File: src/rtl/lif_pkg.sv
// lif_pkg
//   Shared declarations for the time-multiplexed LIF scheduler:
//   - state_t      : scheduler FSM states (idle / sweeping)
//   - DEF_*        : default width and behaviour constants
//   - sat_add_u    : unsigned add clamped to an arbitrary bit width (<= 32)
package lif_pkg;

    typedef enum logic {
        ST_IDLE = 1'b0,
        ST_RUN  = 1'b1
    } state_t;

    localparam int DEF_N_NEURONS  = 8;
    localparam int DEF_V_WIDTH    = 16;
    localparam int DEF_I_WIDTH    = 8;
    localparam int DEF_LEAK_SHIFT = 4;
    localparam int DEF_V_RESET    = 0;

    // Unsigned a + b, clamped to 2^width - 1. The sum is formed in 33 bits
    // so the carry out of a 32-bit operand is never lost.
    function automatic logic [31:0] sat_add_u(input logic [31:0] a,
                                              input logic [31:0] b,
                                              input int unsigned width);
        logic [32:0] sum;
        logic [32:0] max_val;
        sum     = {1'b0, a} + {1'b0, b};
        max_val = (33'd1 << width) - 33'd1;
        return (sum > max_val) ? max_val[31:0] : sum[31:0];
    endfunction

endpackage

File: src/rtl/lif_update_unit.sv
// lif_update_unit
//   Combinational leaky-integrate-and-fire step for one neuron.
//   Ports:
//     v_in   : current membrane potential
//     i_in   : input current
//     thr    : firing threshold
//     v_out  : next membrane potential (V_RESET after a spike)
//     spike  : 1 when the leaked, integrated, saturated value reaches thr
module lif_update_unit
    import lif_pkg::*;
#(
    parameter int V_WIDTH    = DEF_V_WIDTH,
    parameter int I_WIDTH    = DEF_I_WIDTH,
    parameter int LEAK_SHIFT = DEF_LEAK_SHIFT,
    parameter int V_RESET    = DEF_V_RESET
) (
    input  logic [V_WIDTH-1:0] v_in,
    input  logic [I_WIDTH-1:0] i_in,
    input  logic [V_WIDTH-1:0] thr,
    output logic [V_WIDTH-1:0] v_out,
    output logic               spike
);

    logic [V_WIDTH-1:0] w_leaked;
    logic [V_WIDTH-1:0] w_sat;

    // v - (v >> k) can never go below zero, so only the add needs clamping.
    assign w_leaked = v_in - (v_in >> LEAK_SHIFT);
    assign w_sat    = V_WIDTH'(sat_add_u(32'(w_leaked), 32'(i_in), V_WIDTH));
    assign spike    = (w_sat >= thr);
    assign v_out    = spike ? V_WIDTH'(V_RESET) : w_sat;

endmodule

File: src/rtl/lif_ts_scheduler.sv
// lif_ts_scheduler
//   Shares one lif_update_unit across N_NEURONS virtual neurons. A tick
//   starts a sweep that updates neuron idx on each clock in index order;
//   the final spike vector is published with a one-cycle done pulse.
//   Ports:
//     clk, rst_n   : clock (rising edge), synchronous active-low reset
//     tick         : start a timestep sweep (ignored and flagged if busy)
//     threshold    : firing threshold, captured when a tick is accepted
//     cfg_we/addr/data : write input current of one neuron (any state)
//     dbg_sel      : neuron whose membrane is shown on dbg_vmem
//     busy         : sweep in progress
//     done         : one-cycle pulse after the last neuron is updated
//     spike_vec    : spike bits of the last completed sweep
//     dbg_vmem     : registered membrane potential of neuron dbg_sel
//     overrun      : sticky, a tick arrived while a sweep was running
module lif_ts_scheduler
    import lif_pkg::*;
#(
    parameter int N_NEURONS  = DEF_N_NEURONS,
    parameter int V_WIDTH    = DEF_V_WIDTH,
    parameter int I_WIDTH    = DEF_I_WIDTH,
    parameter int LEAK_SHIFT = DEF_LEAK_SHIFT,
    parameter int V_RESET    = DEF_V_RESET,
    localparam int IDX_W     = $clog2(N_NEURONS)
) (
    input  logic                 clk,
    input  logic                 rst_n,
    input  logic                 tick,
    input  logic [V_WIDTH-1:0]   threshold,
    input  logic                 cfg_we,
    input  logic [IDX_W-1:0]     cfg_addr,
    input  logic [I_WIDTH-1:0]   cfg_data,
    input  logic [IDX_W-1:0]     dbg_sel,
    output logic                 busy,
    output logic                 done,
    output logic [N_NEURONS-1:0] spike_vec,
    output logic [V_WIDTH-1:0]   dbg_vmem,
    output logic                 overrun
);

    state_t               r_state;
    state_t               w_state_nxt;
    logic [V_WIDTH-1:0]   r_v [N_NEURONS];
    logic [I_WIDTH-1:0]   r_i [N_NEURONS];
    logic [N_NEURONS-1:0] r_spk_acc;
    logic [N_NEURONS-1:0] r_spike_vec;
    logic [V_WIDTH-1:0]   r_thr_q;
    logic [V_WIDTH-1:0]   r_dbg_vmem;
    logic [IDX_W-1:0]     r_idx;
    logic                 r_busy;
    logic                 r_done;
    logic                 r_overrun;

    logic                 w_start;
    logic                 w_last;
    logic [V_WIDTH-1:0]   w_v_out;
    logic                 w_spike;
    logic [N_NEURONS-1:0] w_acc_nxt;

    lif_update_unit #(
        .V_WIDTH    (V_WIDTH),
        .I_WIDTH    (I_WIDTH),
        .LEAK_SHIFT (LEAK_SHIFT),
        .V_RESET    (V_RESET)
    ) u_update (
        .v_in  (r_v[r_idx]),
        .i_in  (r_i[r_idx]),
        .thr   (r_thr_q),
        .v_out (w_v_out),
        .spike (w_spike)
    );

    assign w_last = (r_state == ST_RUN) && (r_idx == IDX_W'(N_NEURONS - 1));

    always_comb begin
        w_state_nxt = r_state;
        w_start     = 1'b0;
        w_acc_nxt   = r_spk_acc;
        case (r_state)
            ST_IDLE: begin
                if (tick) begin
                    w_state_nxt = ST_RUN;
                    w_start     = 1'b1;
                end
            end
            ST_RUN: begin
                w_acc_nxt[r_idx] = w_spike;
                if (w_last) begin
                    w_state_nxt = ST_IDLE;
                end
            end
            default: w_state_nxt = ST_IDLE;
        endcase
    end

    always_ff @(posedge clk) begin
        if (!rst_n) begin
            r_state     <= ST_IDLE;
            r_spk_acc   <= '0;
            r_spike_vec <= '0;
            r_thr_q     <= '0;
            r_dbg_vmem  <= '0;
            r_idx       <= '0;
            r_busy      <= 1'b0;
            r_done      <= 1'b0;
            r_overrun   <= 1'b0;
            for (int n = 0; n < N_NEURONS; n++) begin
                r_v[n] <= '0;
                r_i[n] <= '0;
            end
        end else begin
            r_state    <= w_state_nxt;
            r_busy     <= (w_state_nxt == ST_RUN);
            r_done     <= w_last;
            // Sampled before the edge: shows the membrane as of the previous edge.
            r_dbg_vmem <= r_v[dbg_sel];

            // A tick during RUN, including the final update cycle, is dropped.
            if (tick && (r_state == ST_RUN)) begin
                r_overrun <= 1'b1;
            end

            if (w_start) begin
                r_thr_q <= threshold;
                r_idx   <= '0;
            end

            if (r_state == ST_RUN) begin
                r_v[r_idx] <= w_v_out;
                r_spk_acc  <= w_acc_nxt;
                if (w_last) begin
                    r_spike_vec <= w_acc_nxt;
                end else begin
                    r_idx <= r_idx + IDX_W'(1);
                end
            end

            // The update unit read r_i before this edge, so a write landing on
            // the neuron being updated right now takes effect next sweep.
            if (cfg_we) begin
                r_i[cfg_addr] <= cfg_data;
            end
        end
    end

    assign busy      = r_busy;
    assign done      = r_done;
    assign spike_vec = r_spike_vec;
    assign dbg_vmem  = r_dbg_vmem;
    assign overrun   = r_overrun;

endmodule

File: config.mk
export PLATFORM = sky130hd
export DESIGN_NAME = lif_ts_scheduler
export DESIGN_NICKNAME = d
export VERILOG_FILES = /design/src/rtl/lif_pkg.sv /design/src/rtl/lif_update_unit.sv /design/src/rtl/lif_ts_scheduler.sv
export SDC_FILE = /design/constraint.sdc
export NUM_CORES = 1
export LEC_CHECK = 0
export ABC_CLOCK_PERIOD_IN_PS = 7480
export CORE_ASPECT_RATIO = 1.5
export CORE_UTILIZATION = 44
export DETAILED_ROUTE_END_ITERATION = 10
export GPL_TIMING_DRIVEN = 0
export SYNTH_ARGS = -nofsm -noshare
export SYNTH_HDL_FRONTEND = slang
export SYNTH_SLANG_ARGS = --single-unit
export TNS_END_PERCENT = 1
File: constraint.sdc
create_clock -name clk -period 7.48 [get_ports clk]
set_clock_uncertainty 0.05 [all_clocks]
set_input_delay 0.748 -clock clk [delete_from_list [all_inputs] [get_ports clk]]
set_output_delay 0.748 -clock clk [all_outputs]
set_load 0.01 [all_outputs]
# After elaboration in Yosys (flattened, before gate mapping)
# Memory sizes are Yosys's and may differ from the RTL's. A register that Yosys moved wholly into a read port is not among the register bits.
# Index checks and enable logic that the tools add are counted.
dict set report totals {
  input_bits 34
  reg_bits 38
  ram_bits 192
  wordCells 52
  mem_count 2
}
# name words word_bits read_ports rd_ports_with_merged_regs wr line_no
set memory_table {}
lappend memory_table {r_v 8 16 2 2 8 lif_ts_scheduler.sv:43} ;# logic [V_WIDTH-1:0] r_v [N_NEURONS];
lappend memory_table {r_i 8 8 1 1 8 lif_ts_scheduler.sv:44} ;# logic [I_WIDTH-1:0] r_i [N_NEURONS];
dict set report classes {
  n_lt_le_gt_ge 4
  bitwise 1
  reduce_logical 7
  n_eq_ne 1
  n_mux 27
  n_addsub 3
}
# op n
set op_table {}
lappend op_table {{two-way mux 16 bit} 3}
lappend op_table {{two-way mux 3 bit} 7}
lappend op_table {{adder 16 x 8 -> 17 bit} 1}
lappend op_table {{> comparator 17 x 16 -> 1 bit (second input constant)} 1}
lappend op_table {{greater-or-equal comparator 16 bit} 1}
lappend op_table {{OR reduction 16 bit} 1}
lappend op_table {{subtractor 16 x 12 -> 16 bit} 1}
lappend op_table {{two-way mux 1 bit} 13}
lappend op_table {{bitwise mux 8 bit} 1}
lappend op_table {{two-way mux 8 bit} 1}
lappend op_table {{OR reduction 8 bit} 1}
lappend op_table {{< comparator 3 x 4 -> 1 bit (second input constant)} 1}
lappend op_table {{adder 3 x 1 -> 3 bit (second input constant)} 1}
lappend op_table {{demux 1 bit (select 3 bit)} 1}
lappend op_table {{equality test 3 bit (second input constant)} 1}
lappend op_table {{greater-or-equal comparator 3 x 1 -> 1 bit (second input constant)} 1}
lappend op_table {{logical AND 1 bit} 3}
lappend op_table {{case mux 1 bit (2 select lines)} 1}
lappend op_table {{AND reduction 2 bit} 1}
lappend op_table {{logical NOT 1 bit} 1}
lappend op_table {{inverter 1 bit} 1}

# Logic depth before layout (Yosys ltp)
# Gate-level depths: netlist (run 1).
dict set report logic_depth {
  ltp_word 7
  mapped_depth 34
  ltp_nobuf 30
}

# By module
# From an unflattened synthesis (run 1), not the netlist that was laid out.
dict set report hier_totals {
  hier_cells 1213
  hier_area_um2 13681.9
}
# mod instances cells_each area_each_um2 seq_area_each_um2
set modules_own_cells {}
lappend modules_own_cells {lif_ts_scheduler 1 956 11877.6 6846.6}
lappend modules_own_cells {lif_update_unit 1 257 1804.2 0.0}

# Worst setup path before layout (run 1)
# Ideal clock, no wire load.
dict set report synth_timing {
  path_kind {reg-to-reg}
  start {register r_idx[2]}
  end {memory r_v[1][13] (netlist name), data pin}
  n_path_buf 6
  period_less_slack_ps 6814
  setup_ps 148
  path_stages_with_launch 35
  path_slack_ps 666
  arrival_ps 6616
  cell_sequence {dfxtp_1 -> buf_2 -> clkbuf_1 -> and2_0 -> clkbuf_1 -> buf_1 -> a22oi_1 -> nand4_1 -> ha_1 -> inv_1 -> fa_1 -> a21oi_1 -> inv_1 -> a21oi_1 -> xnor2_1 -> ha_1 -> o21a_1 -> o31a_1 -> o21ai_0 -> nand3b_1 -> a211o_1 -> a211oi_4 -> nand2_2 -> buf_2 -> nand2_1 -> ha_1 -> a21o_1 -> a21o_1 -> a21oi_1 -> o21ai_0 -> a21o_1 -> nor2_1 -> nand2_1 -> clkbuf_1 -> a21oi_1}
}
# element line_no
set synth_lines {}
lappend synth_lines {{start: declaration} lif_ts_scheduler.sv:49} ;# logic [IDX_W-1:0] r_idx;
lappend synth_lines {{start signal: assignment} lif_ts_scheduler.sv:134} ;# r_idx <= r_idx + IDX_W'(1);
lappend synth_lines {{end: declaration} lif_ts_scheduler.sv:43}

==> results of run 1 <==
==> state kept, by name (all words and copies together), names as in the netlist <==
name and flops:
r_idx 3, r_i 64, r_v 128, r_spk_acc 8
spike_vec 8, done 1, r_thr_q 16, dbg_vmem 16
overrun 1, busy 1
==> cell type report <==
type / count / area share
Buffer: 72 / 0.0348
Timing Repair Buffer: 85 / 0.0528
Clock buffer: 36 / 0.0483
Clock inverter: 10 / 0.00994
Tap cell: 390 / 0.0310
Inverter: 39 / 0.00931
Multi-Input combinational cell: 797 / 0.378
Sequential cell: 246 / 0.436
==> path summary, 6_finish.rpt <==
path	slack, ns	depth (start not counted)	start	end
worst max-delay path	0.31	35	r_idx[1]	r_v[2][4]
worst min-delay path	0.41	2	spike_vec[0]	spike_vec[0]
worst max register to register	0.31	35	r_idx[1]	r_v[2][4]
worst min register to register	0.41	2	spike_vec[0]	spike_vec[0]
==> per-layer routing <==
metal  up-vias  global-route usage  wire length [um]
met2       511               0.492             21200
met4         0               0.150              2050
met1      4953               0.341             15500
met5         -                   0                 0
li1       4542                   -                 -
met3        98              0.0466              3390
==> kinds of logic (layout without fill, tap and decap cells) <==
logic type | count (synthesis) | count (layout) | synth area share
AOI/OAI and AO/OA | 298 | 298 | 0.154
xor gates and xnor gates | 18 | 18 | 0.0127
adders and majority gates | 41 | 41 | 0.0405
buffers and inverters | 115 | 242 | 0.0347
DFF | 246 | 246 | 0.525
muxes | 64 | 64 | 0.0840
and+or+nand+nor | 376 | 376 | 0.150
==> tightest hold or removal path: stages (launching register included) <==
cell      delay (ns)
dfxtp_1         0.31
nand2_1         0.04
a21boi_0        0.06
==> power breakdown <==
group | internal (W) | switching [W]
registers | 0.00155 | 0.0000339
clock network | 0.000845 | 0.000556
logic | 0.000648 | 0.00110
==> layout by cell type, fill, tap and decap left out, drive strengths merged, types with 40 or more instances in the layout <==
cell	instances
nor2	86
buf	67
nand2	91
edfxtp	192
and2	71
dfxtp	54
inv	40
clkbuf	69
clkdlybuf4s50	57
a21oi	108
a22oi	75
==> through the flow <==
stage | hold WS, ns | TNS (ns) | util | instance area (sq um) | std cells
finish | 0.411 | 0 | 0.544 | 15700 | 1675
floorplan | 0.393 | 0 | - | 13100 | 1158
global route | 0.441 | 0 | 0.544 | 15700 | 1675
global placement | 0.406 | -325.62 | 0.488 | 14100 | 1605
CTS | 0.417 | 0 | 0.535 | 15500 | 1662
detailed placement | 0.409 | -339.82 | 0.489 | 14100 | 1607
==> repair_timing <==
item | CTS | global route
setup endpoints to repair | 144 | 144
pin swaps | 5 | 9
gates resized for setup | 108 | 51
buffers inserted | 11 | 15
==> impl_results.md, run 1 <==
- Status: complete, no violations
- Final hold violations: 0
- Multi-input gate area: 5950 sq um
- Synth top cells by count: edfxtp_1 (192), a21oi_1 (103), nand2_1 (89), nor2_1 (86), a22oi_1 (73)
- Die X: 143 um
- Num CTS Buffers: 26
- CP top delay family: compound AO/OA/AOI/OAI gates
- Residual DRC count: 0
- CTS clk-pin slew, worst paths: 0.06 ns
- DP Worst Slack: -2.69 ns
- Dominant cells by area after synthesis: edfxtp_1 (44%), dfxtp_1 (8.3%), mux4_2 (6.0%)
- Post-synth EDFFs: 192
- Post-DR vias/cell: 6.03
- RSZ-0062 raised after global routing: no
- Final setup violation count: 0
- Worst EP arrival: 7.49 ns
- FMAX: 139 MHz
- Final period utilization: 0.959
- Vias in the first global route: 9,930
- Max Cap Violations: 0
- CTS tree: done
- Synth Register Bits: 246
- Final worst path period need: 7.17 ns
- Most common flop cell mapped by yosys: edfxtp_1
- Total Power: 0.00473 W
- Top-area cell type share of the netlist area: 0.442
- Hold Buf Count CTS: 0
- DRT antenna net count: 0
- DRT iter0 DRCs: 1,102
- CP max FO: 10
- Sink Count: 246
- Placer Congestion: 0.905
- Share of layout cells above drive strength 1: 0.156
- Average size of a mapped cell: 11.3 sq um
- Top cell by count, worst path: inv_1
- Synth async-reset ratio: 0
- Final Max Tran Viols: 0
- Worst-Margin Slew: 1.35 ns
- Worst-Skew Late Latency: 0.55 ns
- P per Cell Area: 301 nW/um^2
- Nets: 1,342
- Register area: 6860 sq um
- Largest stage delay on the critical path: 0.45 ns
- N_diodes: 0
- Io pins: 61
- GRT Residual Overflow: 0
- Setup Crit Path Kind: reg -> reg
- Leak pwr: 5.78 nW
- Area Growth Syn to Fin: 20.5%
- Filler cells: 2,545
- Crit path launch type: register
- Count leader, synth: edfxtp_1
- Clock buffer depth: 3
- I/O Buffers: 57
- Crit. End Element: register
- Cell taking the most area after synthesis: edfxtp_1
- Die area: 30,400 sq um
- Die Height: 213 um
- Root buf cell: clkbuf_16
- Initial antenna violation count: 0
- Wire length of the first global-routing pass: 61.7 mm
- Sequential area share after synthesis: 0.525
- Synth Warn #: 0
- Core ar.: 28,900 sq um
- Synthesized area: 13,100 sq um
- CP Data Required Time: 7.80 ns
- Final WL: 42.2 mm
- Syn Inst Count: 1,158
- Worst Setup Slack, final: 0.305 ns
- Starting Density: 0.452
- Wire per inst: 25.2 um
- H-Tree Depth: 1
- Vias: 10,104
- Total GRT Usage: 0.285
- Worst VDD drop: 0.220 mV
- Worst slew margin: 0.0875
- Pin count of the biggest net entering global routing: 17
- CP bufs+invs: 11
- Syn_nets: 1,233
- Crit-path slowest cell: dfxtp_4
- Synth unique cells: 69
- Hpwl dp: 29.2 mm
- Num rows: 76
- Pre-antenna DRT Iters: 6
- Type of the tightest min-delay check: reg -> reg
(Power assumes the default switching activity.)
==> run 2, diff against run 1 <==
--- a/config.mk
+++ b/config.mk
@@ -8,6 +8,7 @@
 export ABC_CLOCK_PERIOD_IN_PS = 7480
 export CORE_ASPECT_RATIO = 1.5
 export CORE_UTILIZATION = 44
+export CTS_CLUSTER_SIZE = 28
 export DETAILED_ROUTE_END_ITERATION = 10
 export GPL_TIMING_DRIVEN = 0
 export SYNTH_ARGS = -nofsm -noshare
==> results of run 2 <==
Final layout, timing and power as in run 1 (identical DEF).
==> run 3, diff against run 2 <==
--- a/config.mk
+++ b/config.mk
@@ -6,7 +6,7 @@
 export NUM_CORES = 1
 export LEC_CHECK = 0
 export ABC_CLOCK_PERIOD_IN_PS = 7480
-export CORE_ASPECT_RATIO = 1.5
+export CORE_MARGIN = 4
 export CORE_UTILIZATION = 44
 export CTS_CLUSTER_SIZE = 28
 export DETAILED_ROUTE_END_ITERATION = 10
==> impl_results.md, run 3 (synthesis results as in run 1) <==
- Status: complete, no violations
- CTS clk-pin slew, worst paths: 0.06 ns
- N_diodes: 0
- Final period utilization: 0.964
- Worst EP arrival: 7.55 ns
- Cell count after placement: 1,602
- Placed instance area: 14,100 sq um
- Final hold violations: 0
- Crit-path slowest cell: dfxtp_4
- Crit. End Element: register
- Pre-antenna DRT Iters: 5
- Share of layout cells above drive strength 1: 0.164
- Top reg by flops: r_v
- Setup Crit Path Kind: reg -> reg
- Final worst path period need: 7.21 ns
- Met1 GRT Util: 0.339
- P per Cell Area: 294 nW/um^2
- GRT Residual Overflow: 0
- Die area: 32,500 sq um
- Post-Layout Inst Area: 15,800 sq um
- Wire length of the first global-routing pass: 62.2 mm
- Worst-Margin Slew: 1.33 ns
- Vias: 10,232
- Largest stage delay on the critical path: 0.39 ns
- Post-DR vias/cell: 6.08
- Io pins: 61
- CP top delay family: compound AO/OA/AOI/OAI gates
- Final WL: 42.1 mm
- Die Height: 180 um
- Die X: 180 um
- Global Route met3 Usage: 0.0616
- Crit path launch type: register
- Total Power: 0.00465 W
- Regs by FF count: r_v: 128 flops, r_i: 64 flops
- Max Cap Violations: 0
- GRT Max-Usage Layer: met2
- Type of the tightest min-delay check: reg -> reg
- Vias in the first global route: 10,006
- DRT antenna net count: 0
- CP max FO: 10
- Nets: 1,351
- Num CTS Buffers: 29
- Worst VDD drop: 0.156 mV
- Final hold slack: 0.413 ns
- Final setup violation count: 0
- DRT iter0 DRCs: 975
- Pin count of the biggest net entering global routing: 17
- Hpwl dp: 28.4 mm
- Most common cell after layout, fill and taps aside: edfxtp_1
- Area Growth Syn to Fin: 21.3%
- Starting Density: 0.450
- GR Util met2: 0.393
- Final Non-Filler Cells: 1,682
- Number of flip-flops under the largest register name: 128
- Leak pwr: 5.82 nW
- Worst slew margin: 0.104
- Wire per inst: 25.0 um
- Num rows: 62
- Hold Buf Count CTS: 0
- CP Data Required Time: 7.82 ns
- I/O Buffers: 57
- H-Tree Depth: 1
- CTS tree: done
- Core ar.: 29,000 sq um
- Placer Congestion: 0.898
- Worst-Skew Late Latency: 0.55 ns
- Initial antenna violation count: 0
- Root buf cell: clkbuf_16
- FMAX: 139 MHz
- Residual DRC count: 0
- Most frequent cells in the layout: edfxtp_1 (192), a21oi_1 (102), nor2_1 (83), nand2_1 (81), a22oi_1 (73)
- CP bufs+invs: 8
- Sink Count: 246
- Total GRT Usage: 0.251
- Clock buffer depth: 3
- Final Max Tran Viols: 0
==> run 3: cell types whose count changed in the layout (fill, tap and decap cells not counted), sizes merged <==
cell	change
clkbuf	+4
clkinv	+10
buf	-1
==> run 3: where the power goes <==
part | internal (W) | switching (W)
clock | 0.000847 | 0.000576
sequential | 0.00155 | 0.0000327
combinational | 0.000590 | 0.00105
==> run 3: cell type report <==
class	instances	area, sq um
Clock buffer	33	741
Multi-Input combinational cell	797	5970
Timing Repair Buffer	90	851
Buffer	73	577
Inverter	39	146
Sequential cell	246	6860
Fill cell	2530	13200
Tap cell	384	480
Clock inverter	20	209
==> run 3: final timing paths <==
path	startpoint	end	slack (ns)	cells past startpoint
worst max-delay path	r_idx[1]	r_v[5][8]	0.27	35
worst min-delay path	spike_vec[5]	spike_vec[5]	0.41	2
worst max register to register	r_idx[1]	r_v[5][8]	0.27	35
worst min register to register	spike_vec[5]	spike_vec[5]	0.41	2
==> run 3: repair_timing <==
item,in CTS,in global routing
gates resized for setup,121,39
buffers inserted,15,14
pin swaps,6,11
endpoints found under the setup margin,144,139
==> run 3: metrics by stage <==
step | setup slack [ns] | util | setup TNS, ns
after floorplan | 0.666 | - | 0
after global placement | -2.93 | 0.486 | -370.50
after detailed placement | -3.01 | 0.487 | -381.47
after CTS | -0.00586 | 0.537 | -0.0136
after global routing | -0.0998 | 0.546 | -2.01
final | 0.268 | 0.546 | 0
==> run 3: tightest hold or removal path: cells and delay by family (launching register included) <==
kind / cells / cell delay [ns]
and+or+nand+nor: 1 / 0.04
AOI/OAI and AO/OA: 1 / 0.06
DFF: 1 / 0.30
==> run 3: per-layer routing <==
metal / wire [um] / share of wire / up-vias
met3: 4160 / 0.099 / 116
met2: 19000 / 0.45 / 549
met4: 1910 / 0.045 / 0
met5: 0 / 0 / -
li1: - / - / 4563
met1: 17000 / 0.40 / 5004
